[src/rtl/audio_i2s_tx.sv]
// ----------------------------------------------------------------------------
// audio_i2s_tx
//
// Audio output stage. 32-bit chunks arriving from the audio controller are
// buffered in a small FIFO. Each chunk is sent to an external I2S DAC as one
// 16-bit stereo frame: chunk[31:16] is the left sample and chunk[15:0] is the
// right sample, both MSB first. BCLK and LRCLK are derived from clk.
//
// Parameters
//   FIFO_DEPTH  FIFO entries of 32 bits (power of 2, >= 2)
//   BCLK_DIV    clk cycles per BCLK half-period (>= 2)
//
// Ports
//   clk           in   system clock
//   rst_n         in   synchronous, active-low reset
//   wr_valid      in   chunk valid from the audio controller
//   wr_data       in   chunk {left[15:0], right[15:0]}
//   wr_ready      out  FIFO can accept; a write happens on wr_valid & wr_ready
//   enable        in   play (1) / mute-and-hold (0); only looked at on frame load
//   flush         in   discard every buffered chunk
//   fifo_level    out  current number of FIFO entries
//   underrun      out  1-cycle pulse: a frame started while enabled with the FIFO empty
//   i2s_bclk      out  bit clock
//   i2s_lrclk     out  word select, 0 = left
//   i2s_sdata     out  serial data, MSB first
//   underrun_cnt  out  saturating underrun count (only with AUDIO_UNDERRUN_CNT_EN)
//
// Build option
//   AUDIO_UNDERRUN_CNT_EN  when defined, adds the underrun_cnt port and its
//                          16-bit saturating counter (cleared by reset or flush).
//                          When undefined, the port and counter do not exist.
// ----------------------------------------------------------------------------
module audio_i2s_tx #(
    parameter int FIFO_DEPTH = 8,
    parameter int BCLK_DIV   = 8
) (
    input  logic                          clk,
    input  logic                          rst_n,
    input  logic                          wr_valid,
    input  logic [31:0]                   wr_data,
    output logic                          wr_ready,
    input  logic                          enable,
    input  logic                          flush,
    output logic [$clog2(FIFO_DEPTH):0]   fifo_level,
    output logic                          underrun,
    output logic                          i2s_bclk,
    output logic                          i2s_lrclk,
    output logic                          i2s_sdata
`ifdef AUDIO_UNDERRUN_CNT_EN
    ,
    output logic [15:0]                   underrun_cnt
`endif
);

    localparam int PTR_W = $clog2(FIFO_DEPTH);
    localparam int LVL_W = PTR_W + 1;
    localparam int DIV_W = $clog2(BCLK_DIV);

    localparam logic [DIV_W-1:0] DIV_LAST = DIV_W'(BCLK_DIV - 1);
    localparam logic [LVL_W-1:0] LVL_FULL = LVL_W'(FIFO_DEPTH);
    localparam logic [4:0]       BCNT_LAST = 5'd31;

    // ------------------------------------------------------------------
    // State
    // ------------------------------------------------------------------
    logic [DIV_W-1:0] div_cnt_q,  div_cnt_d;
    logic             bclk_q,     bclk_d;
    logic [4:0]       bcnt_q,     bcnt_d;
    logic             lrclk_q,    lrclk_d;
    logic [31:0]      shift_q,    shift_d;
    logic             underrun_q, underrun_d;

    logic [PTR_W-1:0] wr_ptr_q,   wr_ptr_d;
    logic [PTR_W-1:0] rd_ptr_q,   rd_ptr_d;
    logic [LVL_W-1:0] count_q,    count_d;
    logic [31:0]      mem_q [FIFO_DEPTH];

    // ------------------------------------------------------------------
    // Events
    // ------------------------------------------------------------------
    logic bclk_toggle;
    logic bclk_fall;
    logic frame_load;
    logic fifo_empty;
    logic fifo_full;
    logic push;
    logic pop;

    always_comb begin
        bclk_toggle = (div_cnt_q == DIV_LAST);
        bclk_fall   = bclk_toggle & bclk_q;
        frame_load  = bclk_fall & (bcnt_q == BCNT_LAST);

        // Full/empty come from the registered count only, so a same-cycle
        // pop never makes room for a write and a same-cycle write never
        // feeds a pop.
        fifo_empty  = (count_q == '0);
        fifo_full   = (count_q == LVL_FULL);

        wr_ready    = ~fifo_full & ~flush;
        push        = wr_valid & wr_ready;
        // A flush coinciding with a frame load discards the head as well,
        // so that frame plays silence.
        pop         = frame_load & enable & ~fifo_empty & ~flush;
    end

    // ------------------------------------------------------------------
    // Bit clock generation: free-running regardless of enable
    // ------------------------------------------------------------------
    always_comb begin
        div_cnt_d = bclk_toggle ? '0 : div_cnt_q + DIV_W'(1);
        bclk_d    = bclk_toggle ? ~bclk_q : bclk_q;
    end

    // ------------------------------------------------------------------
    // Serializer: everything advances on the BCLK falling edge so the DAC
    // sees stable data and word select at each rising edge.
    // ------------------------------------------------------------------
    always_comb begin
        bcnt_d     = bclk_fall ? bcnt_q + 5'd1 : bcnt_q;
        // Word select leads the data by one bit: high for slots 15..30.
        lrclk_d    = (bcnt_d >= 5'd15) && (bcnt_d != BCNT_LAST);
        underrun_d = frame_load & enable & (fifo_empty | flush);

        shift_d = shift_q;
        if (frame_load) begin
            shift_d = pop ? mem_q[rd_ptr_q] : 32'h0;
        end else if (bclk_fall) begin
            shift_d = {shift_q[30:0], 1'b0};
        end
    end

    // ------------------------------------------------------------------
    // FIFO pointers and level
    // ------------------------------------------------------------------
    always_comb begin
        wr_ptr_d = wr_ptr_q;
        rd_ptr_d = rd_ptr_q;
        count_d  = count_q;
        if (flush) begin
            wr_ptr_d = '0;
            rd_ptr_d = '0;
            count_d  = '0;
        end else begin
            if (push) begin
                wr_ptr_d = wr_ptr_q + PTR_W'(1);
            end
            if (pop) begin
                rd_ptr_d = rd_ptr_q + PTR_W'(1);
            end
            count_d = count_q + LVL_W'(push) - LVL_W'(pop);
        end
    end

    always_ff @(posedge clk) begin
        if (!rst_n) begin
            div_cnt_q  <= '0;
            bclk_q     <= 1'b0;
            bcnt_q     <= BCNT_LAST;
            lrclk_q    <= 1'b0;
            shift_q    <= 32'h0;
            underrun_q <= 1'b0;
            wr_ptr_q   <= '0;
            rd_ptr_q   <= '0;
            count_q    <= '0;
        end else begin
            div_cnt_q  <= div_cnt_d;
            bclk_q     <= bclk_d;
            bcnt_q     <= bcnt_d;
            lrclk_q    <= lrclk_d;
            shift_q    <= shift_d;
            underrun_q <= underrun_d;
            wr_ptr_q   <= wr_ptr_d;
            rd_ptr_q   <= rd_ptr_d;
            count_q    <= count_d;
        end
    end

    // Storage needs no reset; the level and pointers define what is valid.
    always_ff @(posedge clk) begin
        if (rst_n && push) begin
            mem_q[wr_ptr_q] <= wr_data;
        end
    end

`ifdef AUDIO_UNDERRUN_CNT_EN
    // ------------------------------------------------------------------
    // Saturating underrun counter
    // ------------------------------------------------------------------
    logic [15:0] underrun_cnt_q, underrun_cnt_d;

    always_comb begin
        underrun_cnt_d = underrun_cnt_q;
        if (flush) begin
            underrun_cnt_d = 16'h0;
        end else if (underrun_d && (underrun_cnt_q != 16'hFFFF)) begin
            underrun_cnt_d = underrun_cnt_q + 16'h1;
        end
    end

    always_ff @(posedge clk) begin
        if (!rst_n) begin
            underrun_cnt_q <= 16'h0;
        end else begin
            underrun_cnt_q <= underrun_cnt_d;
        end
    end

    assign underrun_cnt = underrun_cnt_q;
`endif

    // ------------------------------------------------------------------
    // Outputs
    // ------------------------------------------------------------------
    assign fifo_level = count_q;
    assign underrun   = underrun_q;
    assign i2s_bclk   = bclk_q;
    assign i2s_lrclk  = lrclk_q;
    assign i2s_sdata  = shift_q[31];

endmodule
[config.mk]
export PLATFORM = sky130hd
export DESIGN_NAME = audio_i2s_tx
export DESIGN_NICKNAME = d
export VERILOG_FILES = /design/src/rtl/audio_i2s_tx.sv
export SDC_FILE = /design/constraint.sdc
export NUM_CORES = 1
export LEC_CHECK = 0
export CORE_MARGIN = 5
export CORE_UTILIZATION = 45
export DETAILED_ROUTE_END_ITERATION = 6
export DONT_BUFFER_PORTS = 1
export GPL_ROUTABILITY_DRIVEN = 0
export REMOVE_ABC_BUFFERS = 1
export SLEW_MARGIN = 20
export SYNTH_ARGS = -nofsm -noshare
export SYNTH_HDL_FRONTEND = slang
export SYNTH_SLANG_ARGS = --single-unit
[constraint.sdc]
create_clock -name clk -period 14.19 [get_ports clk]
set_clock_uncertainty 0.2 [all_clocks]
set_input_delay 2.1285 -clock clk [delete_from_list [all_inputs] [get_ports clk]]
set_output_delay 2.1285 -clock clk [all_outputs]
set_load 0.01 [all_outputs]
Yosys cells after proc, flatten, opt, wreduce, memory -nomap -nowiden
Memory sizes are Yosys's and may differ from the RTL's. A register that Yosys moved wholly into a read port is not among the register bits.
Index checks and enable logic that the tools add are counted.
{"block": "classes", "bitwise": 14, "n_eq_ne": 4, "n_lt_le_gt_ge": 1, "add_sub_neg": 6, "n_reduce_logical": 6, "muxes": 8}
{"op": "$mux 32", "count": 3}
{"op": "$add 3x1->3 const B", "count": 3}
{"op": "$and 1x1->1", "count": 8}
{"op": "$mux 3", "count": 2}
{"op": "$add 5x1->5 const B", "count": 1}
{"op": "$eq 5x5->1 const B", "count": 1}
{"op": "$ge 5x4->1 const B", "count": 1}
{"op": "$mux 5", "count": 1}
{"op": "$ne 5x5->1 const B", "count": 1}
{"op": "$not 1->1", "count": 5}
{"op": "$add 4x1->4", "count": 1}
{"op": "$eq 4x4->1 const B", "count": 1}
{"op": "$logic_not 4->1", "count": 1}
{"op": "$reduce_or 2->1", "count": 2}
{"op": "$sub 4x1->4", "count": 1}
{"op": "$eq 3x3->1 const B", "count": 1}
{"op": "$logic_and 1x1->1", "count": 2}
{"op": "$mux 1", "count": 2}
{"op": "$reduce_bool 2->1", "count": 1}
{"op": "$or 1x1->1", "count": 1}
{"block": "word_totals", "ram_bits": 256, "mem_count": 1, "in_bits": 37, "output_inout_bits": 9, "wordCells": 49, "regBits": 53}
{"name": "mem_q", "words": 8, "word_bits": 32, "read_ports": 1, "rd_ports_with_merged_regs": 1, "write_ports": 1, "line_no": "76", "text": "logic [31:0] mem_q [FIFO_DEPTH];"}

Depth between registers and ports, before layout
{"block": "logic_depth", "word_depth": 8, "ltp_mapped": 13, "ltp_nobuf": 12}

Least setup slack after synthesis
Ideal clock, no wire load.
{"block": "synth_path", "path_type": "input to register", "from": "input port flush", "to": "memory mem_q[0][0] (enable)", "required_time_ns": 13.488, "path_buffers": 0, "arrival_time_ns": 5.684, "setup_slack_ns": 7.805, "setup_ns": 0.502, "path_stages": 3, "path_cell_list": "a211oi_2 -> inv_2 -> nor4_1"}
{"block": "synth_between", "elab_chain_len": 6}
{"element": "start: declaration", "line_no": "43", "text": "input logic flush,"}
{"element": "$not 1->1", "line_no": "100", "text": "wr_ready = ~fifo_full & ~flush;"}
{"element": "$and 1x1->1", "line_no": "100"}
{"element": "$and 1x1->1", "line_no": "101", "text": "push = wr_valid & wr_ready;"}
{"element": "$logic_and 1x1->1", "line_no": "181", "text": "if (rst_n && push) begin"}
{"element": "$mux 1", "line_no": "181"}
{"element": "$mux 1 (implied by the code)", "line_no": "182", "text": "mem_q[wr_ptr_q] <= wr_data;"}
{"element": "end: declaration", "line_no": "76"}
Every way passes these cells.

Final worst setup path
{"block": "layout_path", "from": "input port flush", "to": "output port wr_ready"}
{"block": "layout_between", "elab_chain_len": 2}
{"element": "$not 1->1", "line_no": "100"}
{"element": "$and 1x1->1", "line_no": "100"}
{"element": "end: declaration", "line_no": "41", "text": "output logic wr_ready,"}
Every way passes these cells.

==> impl_results.md <==
* Status: complete, no violations
* Chip height at 174 um
* Clock buffer depth at 3
* Fillers at 2,171
* CTS Hold Buffers Added at 0
* Post-synth top flop: edfxtp_1
* Arrival time at the worst endpoint at 2.36 ns
* Drt initial violations at 333
* Async set-reset flop share out of synthesis at 0
* Largest area contributor in the netlist: edfxtp_1
* CP required at 11.86 ns
* Worst-margin pin slew at 1.03 ns
* Crit Path Max Fanout at 5
* Core area at 0.0268 sq mm
* First-pass GRT wire length at 36,400 um
* Crit path max-delay family: compound AO/OA/AOI/OAI gates
* Clk slew on worst S/H paths at 0.06 ns
* Drt first pass iters at 5
* GRT Residual Overflow at 0
* Final hold viol count at 0
* Post-synth top area share at 0.633
* CTS Buf Count at 34
* Synth Instances at 709
* HPWL after DPL at 12,700 um
* Final instance area at 0.0136 sq mm
* Sequential cell area at 0.00881 sq mm
* Die width at 174 um
* CP Depth at 1
* Worst Path Class, Setup: in -> out
* Routed len/inst at 21.5 um
* Synthesized area at 0.0122 sq mm
* CP Cell Sequence: a21oi_1
* Final Critical Period at 4.69 ns
* Commonest non-fill, non-tap cell in the layout: edfxtp_1
* Detail Route Antenna Nets at 0
* Mean Syn Cell Area at 17.1 sq um
* Slew headroom at 0.312
* Buffers on Ports at 0
* Final WL at 23,200 um
* CP bufs+invs at 0
* CTS tree: built
* Synthesized flop and latch total at 312
* Gr usage total at 0.153
* Initial Util at 0.453
* Clk sink count at 312
* Inserted Diodes at 0
* Setup Buffers After CTS at 0
* Layout cell share with drive strength beyond 1 at 0.151
* Clock latency at the later pin of the worst-skew pair at 0.50 ns
* Number of synthesized flops with an enable pin at 256
* CP Launch Type: primary input
* Most frequent cells in the layout: 256 x edfxtp_1, 64 x mux2i_1, 54 x dfxtp_1, 35 x clkbuf_16
* Area grow syn2layout at 11.5%
* Rows at 60
* Sequential fraction of the synthesis area at 0.725
* Reg2reg setup slack at 10.76 ns
* Initial antenna violation count at 0
* Worst setup margin at 9.50 ns
* Largest cells by area after synthesis: edfxtp_1 63%, dfxtp_1 9.2%, mux4_2 6.1%
* CTS H-tree depth at 2
* Vias in the first global route at 6,487
* Synth unique cells at 44
* Hold Path Depth at 1
* Clock root buffer master: clkbuf_16
* Via/cell ratio at 5.65
* Drt drc at 0
* Final TNS setup at 0 ns
* Pre-CTS setup slack at 9.51 ns
* Crit path capture type: primary output
* NumNets Final at 765
* DR vias at 6,107
* Post-place instance area at 0.0125 sq mm
* Post_cts resized at 0
* Hold_sp: div_cnt_q[0]$_SDFF_PP0_
* Multi-input logic area at 0.00310 sq mm
* Fmax achieved at 0.213 GHz
* Die area at 0.0304 sq mm
* Worst r2r src: bcnt_q[0]$_SDFF_PN1_
* P per Cell Area at 133 mW/mm^2
* RSZ-0062 raised after global routing: false
* R2R Path End: fifo_level[2]$_SDFF_PP0_
* R2R cell count at 13
* Worst vdd ir at 0.000104 V
* Slowest stage delay, CP at 0.23 ns
* Largest net degree at the start of global routing at 67
* Hold EP: div_cnt_q[0]$_SDFF_PP0_
* Slowest CP cell: a21oi_1
* Worst Hold Class: reg -> reg
* Slew Limit Fails at 0
* # IOs at 46
* Fin crit share at 0.330
* Leakage power at 4.02 nW
* MaxCap Viol Count at 0
* Setup-failing EPs final at 0
* Synth Warn # at 0
routing by layer:
metal	part of all wire	track usage
met5	0	0
met4	0.018	0.0475
met3	0.074	0.0363
met2	0.49	0.259
met1	0.41	0.197
cell families after synthesis:
family / share of synthesized area
mux: 0.115
flops: 0.725
buf+inv: 0.0239
compound gates: 0.0782
simple gates: 0.0385
fa+ha+maj: 0.0140
xor+xnor: 0.00577
per-stage QoR:
step | std cells | util | power [W] | hold WS, ns
after floorplan | 663 | - | 0.00102 | 0.203
after global placement | 1018 | 0.466 | 0.00103 | 0.211
after detailed placement | 1020 | 0.468 | 0.00103 | 0.230
after CTS | 1081 | 0.506 | 0.00182 | 0.238
after global routing | 1081 | 0.506 | 0.00186 | 0.250
final | 1081 | 0.506 | 0.00180 | 0.240
synthesized netlist by cell type, types with 2 or more instances:
| cell | instances |
|---|---|
| a21oi_1 | 5 |
| a22oi_1 | 32 |
| a31oi_1 | 32 |
| and2_1 | 2 |
| and3b_1 | 2 |
| buf_2 | 10 |
| buf_4 | 11 |
| buf_6 | 3 |
| clkbuf_1 | 21 |
| dfxtp_1 | 56 |
| edfxtp_1 | 256 |
| ha_1 | 12 |
| inv_1 | 10 |
| mux2i_1 | 64 |
| mux4_2 | 33 |
| nand2_1 | 13 |
| nand2b_1 | 33 |
| nand3_1 | 4 |
| nor2_1 | 11 |
| nor2b_1 | 2 |
| nor3_1 | 4 |
| nor3b_1 | 3 |
| nor4_1 | 3 |
| o211ai_1 | 26 |
| o211ai_2 | 5 |
| o21ai_0 | 32 |
| xnor2_1 | 4 |
| xor2_1 | 4 |
where the power goes:
group          switching, W  internal (W)
registers        0.00000162      0.000995
clock network      0.000318      0.000471
logic            0.00000673    0.00000494
total              0.000326       0.00147
cell type report:
cell class | count | area share
clock buffers | 48 | 0.0682
clock inverters | 13 | 0.00609
inverters | 11 | 0.00305
multi-input cells | 340 | 0.229
flip-flops and latches | 312 | 0.650
well taps | 341 | 0.0315
repair buffers | 16 | 0.0118
flip-flops by register name (all words and copies together), names as in the netlist, named ones only:
name,cells
i2s_bclk,1
fifo_level,4
bcnt_q,5
i2s_lrclk,1
wr_ptr_q,3
mem_q,256
rd_ptr_q,3
shift_q,32
div_cnt_q,3
underrun,1
how the worst max path moves through the flow:
stage               startpoint               endpoint
floorplan                flush  mem_q[0][0]$_DFFE_PP_
global placement         flush               wr_ready
detailed placement       flush               wr_ready
CTS                      flush               wr_ready
global route             flush               wr_ready
finish                   flush               wr_ready
No activity file was read; power rests on OpenSTA's default activity.
